`src/rtl/mp_add_sequencer_pkg.sv`:
```
`default_nettype none
//==============================================================================
// Module   : mp_add_pkg
// Brief    : Shared state encoding, default widths and limb-count helper for
//            the multi-precision add/subtract sequencer.
// Revision : 1.0 - initial release
//==============================================================================
package mp_add_pkg;

    localparam int c_def_operand_width = 256;
    localparam int c_def_adder_width   = 64;
    localparam int c_cla_group         = 8;

    typedef enum logic [1:0] {
        IDLE = 2'b00,
        RUN  = 2'b01,
        DONE = 2'b10
    } state_t;

    // Returns 0 for an illegal width pairing so the caller can flag it at elaboration.
    function automatic int num_limbs(input int operand_width, input int adder_width);
        if ((adder_width < c_cla_group) || ((adder_width % c_cla_group) != 0) ||
            (operand_width < adder_width) || ((operand_width % adder_width) != 0))
            return 0;
        return operand_width / adder_width;
    endfunction

endpackage
`default_nettype wire

```
`src/rtl/mp_add_sequencer_limb_adder.sv`:
```
`default_nettype none
//==============================================================================
// Module   : mp_limb_adder
// Brief    : Combinational limb adder built from 8-bit carry-lookahead groups
//            chained through the group carry.
// Revision : 1.0 - initial release
//==============================================================================
module mp_limb_adder
    import mp_add_pkg::*;
#(
    parameter int ADDER_WIDTH = c_def_adder_width
) (
    input  logic [ADDER_WIDTH-1:0] a,
    input  logic [ADDER_WIDTH-1:0] b,
    input  logic                   cin,
    output logic [ADDER_WIDTH-1:0] sum,
    output logic                   cout
);

    localparam int c_num_groups = ADDER_WIDTH / c_cla_group;

    logic [ADDER_WIDTH-1:0] w_gen;
    logic [ADDER_WIDTH-1:0] w_prop;
    logic [c_cla_group:0]   w_grp_c;
    logic                   w_gc;
    logic                   w_term;

    always_comb begin
        w_gen   = a & b;
        w_prop  = a ^ b;
        sum     = '0;
        w_gc    = cin;
        w_grp_c = '0;
        w_term  = 1'b0;
        for (int gi = 0; gi < c_num_groups; gi++) begin
            w_grp_c[0] = w_gc;
            // Each in-group carry is a flat sum-of-products of G/P and the group carry-in.
            for (int k = 1; k <= c_cla_group; k++) begin
                w_term = w_gc;
                for (int m = 0; m < k; m++)
                    w_term = w_term & w_prop[gi*c_cla_group + m];
                w_grp_c[k] = w_term;
                for (int j = 0; j < k; j++) begin
                    w_term = w_gen[gi*c_cla_group + j];
                    for (int m = j + 1; m < k; m++)
                        w_term = w_term & w_prop[gi*c_cla_group + m];
                    w_grp_c[k] = w_grp_c[k] | w_term;
                end
            end
            for (int k = 0; k < c_cla_group; k++)
                sum[gi*c_cla_group + k] = w_prop[gi*c_cla_group + k] ^ w_grp_c[k];
            w_gc = w_grp_c[c_cla_group];
        end
        cout = w_gc;
    end

endmodule
`default_nettype wire

```
`src/rtl/mp_add_sequencer.sv`:
```
`default_nettype none
//==============================================================================
// Module   : mp_add_sequencer
// Brief    : Wide add/subtract pushed LSB-first, one limb per cycle, through a
//            single shared limb adder with a registered inter-limb carry.
// Revision : 1.0 - initial release
//==============================================================================
module mp_add_sequencer
    import mp_add_pkg::*;
#(
    parameter int OPERAND_WIDTH = c_def_operand_width,
    parameter int ADDER_WIDTH   = c_def_adder_width
) (
    input  logic                     clk,
    input  logic                     rst,
    input  logic                     in_valid,
    output logic                     in_ready,
    input  logic [OPERAND_WIDTH-1:0] in_a,
    input  logic [OPERAND_WIDTH-1:0] in_b,
    input  logic                     in_sub,
    input  logic                     in_cin,
    output logic                     out_valid,
    input  logic                     out_ready,
    output logic [OPERAND_WIDTH-1:0] out_sum,
    output logic                     out_cout,
    output logic                     busy
);

    localparam int NUM_LIMBS = num_limbs(OPERAND_WIDTH, ADDER_WIDTH);
    localparam int c_idx_w   = (NUM_LIMBS > 1) ? $clog2(NUM_LIMBS) : 1;
    localparam logic [c_idx_w-1:0] c_last_idx = c_idx_w'(NUM_LIMBS - 1);

    if (NUM_LIMBS < 1) begin : g_width_check
        $error("mp_add_sequencer: OPERAND_WIDTH must be a multiple of ADDER_WIDTH, ADDER_WIDTH a multiple of 8");
    end

    state_t                 r_state;
    state_t                 w_state_nxt;
    logic                   w_accept;
    logic                   w_run;
    logic [c_idx_w-1:0]     r_idx;
    logic                   r_carry;
    logic                   r_sub;
    logic [ADDER_WIDTH-1:0] r_a_limb   [NUM_LIMBS];
    logic [ADDER_WIDTH-1:0] r_b_limb   [NUM_LIMBS];
    logic [ADDER_WIDTH-1:0] r_sum_limb [NUM_LIMBS];
    logic [ADDER_WIDTH-1:0] w_limb_sum;
    logic                   w_limb_cout;

    always_ff @(posedge clk or posedge rst) begin
        if (rst)
            r_state <= IDLE;
        else
            r_state <= w_state_nxt;
    end

    always_comb begin
        w_state_nxt = r_state;
        w_accept    = 1'b0;
        w_run       = 1'b0;
        in_ready    = 1'b0;
        out_valid   = 1'b0;
        busy        = 1'b0;
        unique case (r_state)
            IDLE: begin
                in_ready = 1'b1;
                if (in_valid) begin
                    w_accept    = 1'b1;
                    w_state_nxt = RUN;
                end
            end
            RUN: begin
                busy  = 1'b1;
                w_run = 1'b1;
                if (r_idx == c_last_idx)
                    w_state_nxt = DONE;
            end
            DONE: begin
                busy      = 1'b1;
                out_valid = 1'b1;
                if (out_ready)
                    w_state_nxt = IDLE;
            end
            default: w_state_nxt = IDLE;
        endcase
    end

    // Subtraction is folded into the add: B is inverted at capture and the
    // borrow-in is turned into a carry-in so the limb adder never sees in_sub.
    always_ff @(posedge clk or posedge rst) begin
        if (rst) begin
            r_idx   <= '0;
            r_carry <= 1'b0;
            r_sub   <= 1'b0;
            for (int i = 0; i < NUM_LIMBS; i++) begin
                r_a_limb[i]   <= '0;
                r_b_limb[i]   <= '0;
                r_sum_limb[i] <= '0;
            end
        end else if (w_accept) begin
            r_idx   <= '0;
            r_carry <= in_cin ^ in_sub;
            r_sub   <= in_sub;
            for (int i = 0; i < NUM_LIMBS; i++) begin
                r_a_limb[i] <= in_a[i*ADDER_WIDTH +: ADDER_WIDTH];
                r_b_limb[i] <= in_sub ? ~in_b[i*ADDER_WIDTH +: ADDER_WIDTH]
                                      :  in_b[i*ADDER_WIDTH +: ADDER_WIDTH];
            end
        end else if (w_run) begin
            r_sum_limb[r_idx] <= w_limb_sum;
            r_carry           <= w_limb_cout;
            if (r_idx != c_last_idx)
                r_idx <= r_idx + 1'b1;
        end
    end

    mp_limb_adder #(
        .ADDER_WIDTH (ADDER_WIDTH)
    ) u_limb_adder (
        .a    (r_a_limb[r_idx]),
        .b    (r_b_limb[r_idx]),
        .cin  (r_carry),
        .sum  (w_limb_sum),
        .cout (w_limb_cout)
    );

    for (genvar gi = 0; gi < NUM_LIMBS; gi++) begin : g_out_limb
        assign out_sum[gi*ADDER_WIDTH +: ADDER_WIDTH] = r_sum_limb[gi];
    end

    // The raw carry of an inverted-B add is the complement of the borrow.
    assign out_cout = r_carry ^ r_sub;

endmodule
`default_nettype wire

```
`config.mk`:
```
export PLATFORM = sky130hd
export DESIGN_NAME = mp_add_sequencer
export DESIGN_NICKNAME = d
export VERILOG_FILES = /design/src/rtl/mp_add_sequencer_pkg.sv /design/src/rtl/mp_add_sequencer_limb_adder.sv /design/src/rtl/mp_add_sequencer.sv
export SDC_FILE = /design/constraint.sdc
export NUM_CORES = 2
export LEC_CHECK = 0
export CAP_MARGIN = 20
export CORE_AREA = 2 2 302 304
export CTS_CLUSTER_DIAMETER = 200
export CTS_CLUSTER_SIZE = 25
export DETAILED_ROUTE_END_ITERATION = 8
export DIE_AREA = 0 0 304 306
export PLACE_DENSITY = 0.7
export SLEW_MARGIN = 15
export SYNTH_ARGS = -nofsm -noshare
export SYNTH_HDL_FRONTEND = slang
export SYNTH_SLANG_ARGS = --single-unit
```
`constraint.sdc`:
```
create_clock -name clk -period 26.1 [get_ports clk]
set_input_delay 3.915 -clock clk [delete_from_list [all_inputs] [get_ports clk]]
set_output_delay 3.915 -clock clk [all_outputs]
set_load 0.01 [all_outputs]
```
Word-level counts from Yosys, hierarchy flattened

Cells that the tools add are included.
W data, S select, Z words.

Flip-flop bits (word level): 774
Word-level logic and storage cells: 712
Input bits: 518
Output and inout port bits: 260

Magnitude comparators: 2
Multiplexer cells: 28
Equal/unequal tests: 7
Bitwise gates (word level): 650
Reductions and logical operators: 8
Add/subtract/negate cells: 1

Operator list:

| cell                  | count |
|---|---|
| $mux W64              | 9 |
| $and A1 B1 Y1         | 288 |
| $or A1 B1 Y1          | 288 |
| $bmux W64 S2          | 2 |
| $bwmux W256           | 1 |
| $not A64 Y64          | 4 |
| $demux W64 S2         | 1 |
| $xor A1 B1 Y1         | 66 |
| $and A64 B64 Y64      | 1 |
| $xor A64 B64 Y64      | 1 |
| $mux W2               | 6 |
| $mux W1               | 8 |
| $ne A2 B2 Y1 const B  | 4 |
| $pmux W2 S3           | 1 |
| $eq A2 B2 Y1 const B  | 2 |
| $reduce_and A2 Y1     | 2 |
| $reduce_bool A2 Y1    | 2 |
| $ge A3 B3 Y1 const B  | 1 |
| $lt A3 B1 Y1 const B  | 1 |
| $not A2 Y3            | 1 |
| $reduce_and A3 Y1     | 1 |
| $add A2 B1 Y2 const B | 1 |
| $eq A2 B1 Y1 const B  | 1 |
| $logic_not A2 Y1      | 1 |
| 3 further kinds       | 3 |

Longest topological paths before layout

Depth in word-level cells: 135
Mapped depth: 46
Mapped depth without buffers: 42

Cells and area by module

From an unflattened synthesis, not the netlist that was laid out.

Cell total of the unflattened synthesis: 3221
Area total of the unflattened synthesis: 36419.9 um2

Modules (own cells, without submodules):

| module           | cells an instance | area each (um2) | instances | sequential area each (um2) |
|---|---|---|---|---|
| mp_add_sequencer | 2929              | 33951.3         | 1         | 19368.6 |
| mp_limb_adder    | 292               | 2468.6          | 1         | 0.0 |

Worst setup path before layout

No wires, ideal clock.

Kind: register to register
Start point: register r_idx[0]
End point: register r_sum_limb, in the netlist out_sum[125]
Path buffers: 4
Library setup time: 69 ps
Stages on the path, launching flop included: 47
Period minus slack after synthesis: 9859 ps
Path slack: 16241 ps
Required time: 26031 ps
Data arrival time: 9790 ps
Cells stage by stage: dfrtp_1 clkbuf_1 buf_2 buf_2 mux4_2 ha_1 ha_1 o21a_1 o221ai_4 o211ai_1 a21o_1 ha_1 o21a_1 o221ai_4 o211ai_1 a21o_1 ha_1 o21a_1 [... 11 more ...] o211ai_1 a21o_1 ha_1 o21a_1 o221ai_4 o211ai_1 a21o_1 ha_1 o21a_1 o221ai_4 o211ai_1 a21o_1 ha_1 o21ai_2 a211oi_1 buf_2 or4_1 nand3_1

Cells in the longest elaborated chain, start to end: 129
Elaborated cells on any way between the ends: 344
Classes of those cells: order compare: 2; mux: 9; bitwise: 332; reduce/logical: 1

RTL lines:

| element                                   | RTL line                                                                  | source |
|---|---|---|
| from (decl)                               | mp_add_sequencer.sv:41                                                    | `logic [c_idx_w-1:0] r_idx;` |
| from (signal assigned)                    | mp_add_sequencer.sv:113                                                   | `r_idx <= r_idx + 1'b1;` |
| $not A2 Y3 (implied by the code) *        | mp_add_sequencer.sv:110, mp_add_sequencer.sv:120, mp_add_sequencer.sv:121 |  |
| $bmux W64 S2 (on tied branches)           | mp_add_sequencer.sv:120, mp_add_sequencer.sv:121                          |  |
| $mux W64 (on tied branches) (2 in series) | mp_add_sequencer.sv:120, mp_add_sequencer.sv:121                          |  |
| $xor A64 B64 Y64                          | mp_add_sequencer_limb_adder.sv:30                                         | `w_prop = a ^ b;` |
| $and A1 B1 Y1 (8 in series)               | mp_add_sequencer_limb_adder.sv:41                                         | `w_term = w_term & w_prop[gi*c_cla_group + m];` |
| $or A1 B1 Y1 (8 in series)                | mp_add_sequencer_limb_adder.sv:47                                         | `w_grp_c[k] = w_grp_c[k] \| w_term;` |
| $and A1 B1 Y1 (8 in series)               | mp_add_sequencer_limb_adder.sv:41                                         |  |
| $or A1 B1 Y1 (8 in series)                | mp_add_sequencer_limb_adder.sv:47                                         |  |
| [... 48 more ...]                         | --                                                                        |  |
| $and A1 B1 Y1 (8 in series)               | mp_add_sequencer_limb_adder.sv:41                                         |  |
| $or A1 B1 Y1 (8 in series)                | mp_add_sequencer_limb_adder.sv:47                                         |  |
| $and A1 B1 Y1 (8 in series)               | mp_add_sequencer_limb_adder.sv:41                                         |  |
| $or A1 B1 Y1 (8 in series)                | mp_add_sequencer_limb_adder.sv:47                                         |  |
| $and A1 B1 Y1 (5 in series)               | mp_add_sequencer_limb_adder.sv:41                                         |  |
| $or A1 B1 Y1 (5 in series)                | mp_add_sequencer_limb_adder.sv:47                                         |  |
| $xor A1 B1 Y1                             | mp_add_sequencer_limb_adder.sv:51                                         | `sum[gi*c_cla_group + k] = w_prop[gi*c_cla_group + k] ^ w_grp_c[k];` |
| $bwmux W256 *                             | mp_add_sequencer.sv:110                                                   | `r_sum_limb[r_idx] <= w_limb_sum;` |
| to (signal, indexed assignment)           | mp_add_sequencer.sv:110                                                   |  |
| to (decl)                                 | mp_add_sequencer.sv:46                                                    | `logic [ADDER_WIDTH-1:0] r_sum_limb [NUM_LIMBS];` |

Every way passes the cells marked *; elsewhere a longest branch is shown, timed or not. The select of a mux whose other input is x is not followed.
A chain may end at the register's enable or synchronous reset.

Final worst setup path

Start point: register r_idx[0]
End point: register r_sum_limb, in the netlist out_sum[60]

Cells in the longest elaborated chain, start to end: 127
Elaborated cells on any way between the ends: 338
Classes of those cells: order compare: 2; mux: 9; bitwise: 326; reduce/logical: 1

RTL lines:

| element                                   | RTL line |
|---|---|
| $not A2 Y3 (implied by the code) *        | mp_add_sequencer.sv:110, mp_add_sequencer.sv:120, mp_add_sequencer.sv:121 |
| $bmux W64 S2 (on tied branches)           | mp_add_sequencer.sv:120, mp_add_sequencer.sv:121 |
| $mux W64 (on tied branches) (2 in series) | mp_add_sequencer.sv:120, mp_add_sequencer.sv:121 |
| $xor A64 B64 Y64                          | mp_add_sequencer_limb_adder.sv:30 |
| $and A1 B1 Y1 (8 in series)               | mp_add_sequencer_limb_adder.sv:41 |
| $or A1 B1 Y1 (8 in series)                | mp_add_sequencer_limb_adder.sv:47 |
| $and A1 B1 Y1 (8 in series)               | mp_add_sequencer_limb_adder.sv:41 |
| $or A1 B1 Y1 (8 in series)                | mp_add_sequencer_limb_adder.sv:47 |
| [... 48 more ...]                         | -- |
| $and A1 B1 Y1 (8 in series)               | mp_add_sequencer_limb_adder.sv:41 |
| $or A1 B1 Y1 (8 in series)                | mp_add_sequencer_limb_adder.sv:47 |
| $and A1 B1 Y1 (8 in series)               | mp_add_sequencer_limb_adder.sv:41 |
| $or A1 B1 Y1 (8 in series)                | mp_add_sequencer_limb_adder.sv:47 |
| $and A1 B1 Y1 (4 in series)               | mp_add_sequencer_limb_adder.sv:41 |
| $or A1 B1 Y1 (4 in series)                | mp_add_sequencer_limb_adder.sv:47 |
| $xor A1 B1 Y1                             | mp_add_sequencer_limb_adder.sv:51 |
| $bwmux W256 *                             | mp_add_sequencer.sv:110 |

Marks and branches as above.

==> impl_results.md <==
* Crit-path max cell delay at 0.86 ns
* RSZ-0062 raised after global routing: false
* CTS max path bufs at 3
* Post-synth EDFFs at 0
* Reg clk slew, reported paths at 0.11 ns
* Crit-path slowest cell: buf_4
* PwrDens at 137.7 nW/um^2
* Sequential fraction of the synthesis area at 52.04%
* Root Driver: clkbuf_16
* Clock Latency Late Sink at 0.59 ns
* Leakage power at 20.67 nW
* CP Class: reg2reg
* Peak VDD IR at 0.09558 mV
* Final HPWL DP at 93870 um
* Pre-CTS setup slack at 14.09 ns
* Initial antenna violation count at 35
* HP Class: reg2reg
* Post-synthesis async set-or-reset flop share at 100.0%
* Avg Inst Size Synth at 10.31 sq um
* TNS Setup at 0 ns
* Initial Util at 41.54%
* Share of cells above drive strength 1 at 7.295%
* Outcome: complete, no violations
* Top FF cell, synth: dfrtp_1
* Final GP Congestion at 0.8837
* Fin Hold WS at 0.4781 ns
* Core area at 89600 sq um
* Met3 WL at 7862 um
* Final Power at 6.435 mW
* Largest net degree at the start of global routing at 239
* CTS tree: built
* Crit-path most repeated cell: ha_1
* Syn_nets at 4215
* H-tree Lvls at 2
* Clk sink count at 774
* Final #Nets at 4826
* Post-route ant nets at 0
* Drt drc at 0
* Ports at 778
* Post-route minimum period at 12.07 ns
* Post-CTS Hold Buffers at 0
* Overall routing resource usage at 26.43%
* Cts repair resizes at 0
* Synthesis Warnings at 0
* Reg2Reg Setup Slack at 14.04 ns
* Mapped Cells at 3610
* WL per Instance at 22.98 um
* Grt ovf at 0
* Maxcap violations at 0
* # rows at 110
* # setup viols final at 0
* Synth-to-Final Area Change at 25.55%
* Setup Skew at 0.02161 ns
* Port bufs at 777
* Routed WL at 124800 um
* Pre-antenna DRT Iters at 6
* Via total after detailed routing at 28630
* CTS Buf Count at 36
* Worst setup EP type: flop
* Hold Vio Cnt, Final at 0
* DIE WIDTH at 304 um
* Vias in the first global route at 28220
* Headroom to the max-slew limit at 19.11%
* Worst path required time at 26.53 ns
* Period utilization at 46.23%
* Top routing layer in use: met5
* Post-CTS Setup Inserts at 0
* Worst EP arrival at 12.49 ns
* Tightest Pin Transition at 1.209 ns
* Met1 WL at 55650 um
* Die ar. at 93020 sq um
* Fmax at 0.08288 GHz
* Placed Area at 45680 sq um
* Fin area at 46730 sq um
* Starting DRT DRC Count at 2297
* First-pass GRT wire length at 184500 um
* Mapped Area at 37220 sq um
* Via density at 5.271
* Max-slew violations at 0
* Number of synthesized register bits at 774
* CP max FO at 45
* Synth cell types at 49
* Worst setup margin at 14.04 ns
* Die Span Y at 306 um
* Met2 Wirelength at 56350 um
* Worst setup SP type: flop
## registers in the layout (all words and copies together) (netlist names)
register and cells:
out_sum 256, r_a_limb 256, r_b_limb 256, r_idx 2
r_state 2, r_carry 1, r_sub 1
## layer usage
| layer | up-vias | GRT usage (%) |
|---|---|---|
| met4 | 8 | 11.08 |
| met2 | 965 | 39.88 |
| li1 | 13350 | - |
| met3 | 198 | 4.894 |
| met1 | 14110 | 37.58 |
| met5 | - | 0 |
## cell usage after synthesis, types with 2 or more instances
cell / n / share of area [%]
nand2_1: 1248 / 13
dfrtp_1: 774 / 52
o21ai_0: 354 / 4.8
xnor2_1: 267 / 6.3
mux4_2: 128 / 7.7
clkbuf_1: 121 / 1.2
o31ai_1: 93 / 1.9
buf_2: 87 / 1.2
ha_1: 79 / 2.7
o211ai_1: 71 / 1.4
nor2_1: 61 / 0.62
or2_2: 39 / 0.66
o21a_1: 35 / 0.71
mux2_2: 32 / 0.97
mux2i_1: 32 / 0.86
inv_1: 17 / 0.17
o21ai_1: 17 / 0.23
a21o_1: 16 / 0.32
nor3_1: 15 / 0.20
buf_1: 12 / 0.12
clkbuf_8: 12 / 0.44
nand2b_1: 12 / 0.20
xor2_1: 9 / 0.21
fa_1: 8 / 0.43
o211a_1: 7 / 0.19
o221ai_4: 7 / 0.49
o22ai_2: 7 / 0.24
or3_4: 7 / 0.21
nor3b_2: 6 / 0.20
a211oi_1: 5 / 0.10
nand3_1: 4 / 0.054
nor4b_1: 4 / 0.094
or4_1: 4 / 0.081
a21oi_1: 3 / 0.040
nor2b_1: 2 / 0.034
o21ai_2: 2 / 0.047
## worst max-delay path: cells and delay by family (launching register included)
family          cells  cell delay, ns
compound gates     31            7.02
fa+ha+maj           9            1.90
buf+inv             2            1.06
flops               1            0.83
mux                 1            0.66
simple gates        1            0.39
## final cells by class
class                           count  area (sq um)
Fill cell                        8003         42870
Sequential cell                   774         19380
Multi-Input combinational cell   2587         16730
Timing Repair Buffer              805          8060
Tap cell                         1176          1471
Clock buffer                       39         933.4
Antenna cell                       34         85.08
Inverter                           17         71.32
## final timing paths
| check | cells past startpoint | endpoint | start |
|---|---|---|---|
| max reg2reg | 44 | out_sum[60]$_DFFE_PP0P_ | r_idx[0]$_DFFE_PP0P_ |
| min in group asynchronous | 2 | out_sum[203]$_DFFE_PP0P_ | rst |
| max | 44 | out_sum[60]$_DFFE_PP0P_ | r_idx[0]$_DFFE_PP0P_ |
| min | 2 | r_a_limb[72]$_DFFE_PP0P_ | r_a_limb[72]$_DFFE_PP0P_ |
| min reg2reg | 2 | r_a_limb[72]$_DFFE_PP0P_ | r_a_limb[72]$_DFFE_PP0P_ |
| max in group asynchronous | 5 | r_b_limb[107]$_DFFE_PP0P_ | rst |
## power by group
group	total (mW)	leakage, nW	switching [mW]	internal, mW
Combinational	3.66	10.6	2.20	1.46
Sequential	2.13	9.63	0.354	1.77
Clock	0.644	0.459	0.387	0.257
## placed cells by master, fill, tap and decap left out, types with 22 or more instances in the layout
cell type        count
buf_4               22
or2_2               39
o31ai_1             93
o21ai_0            354
dfrtp_1            772
nor2_1              61
nand2_1           1243
clkbuf_16           37
ha_1                79
xnor2_1            267
diode_2             34
mux2_2              32
o21a_1              35
o211ai_1            71
clkdlybuf4s50_1    776
mux4_2             128
mux2i_1             32
## logic make-up (layout without fill, tap and decap cells)
group,count (synthesis),in the layout,share of synthesized area [%]
DFF,774,774,52.04
buffers and inverters,249,861,3.126
xor gates and xnor gates,276,276,6.495
AOI/OAI and AO/OA,625,625,10.63
and+or+nand+nor,1407,1407,15.06
adders and majority gates,87,87,3.086
muxes,192,192,9.574
other,0,34,0
## stage by stage
stage,util [%],cells
after global placement,50.98,5357
after global routing,52.14,5427
after detailed placement,50.98,5357
after CTS,52.02,5396
final,52.16,5432
after floorplan,-,3610
(Power assumes the default switching activity.)
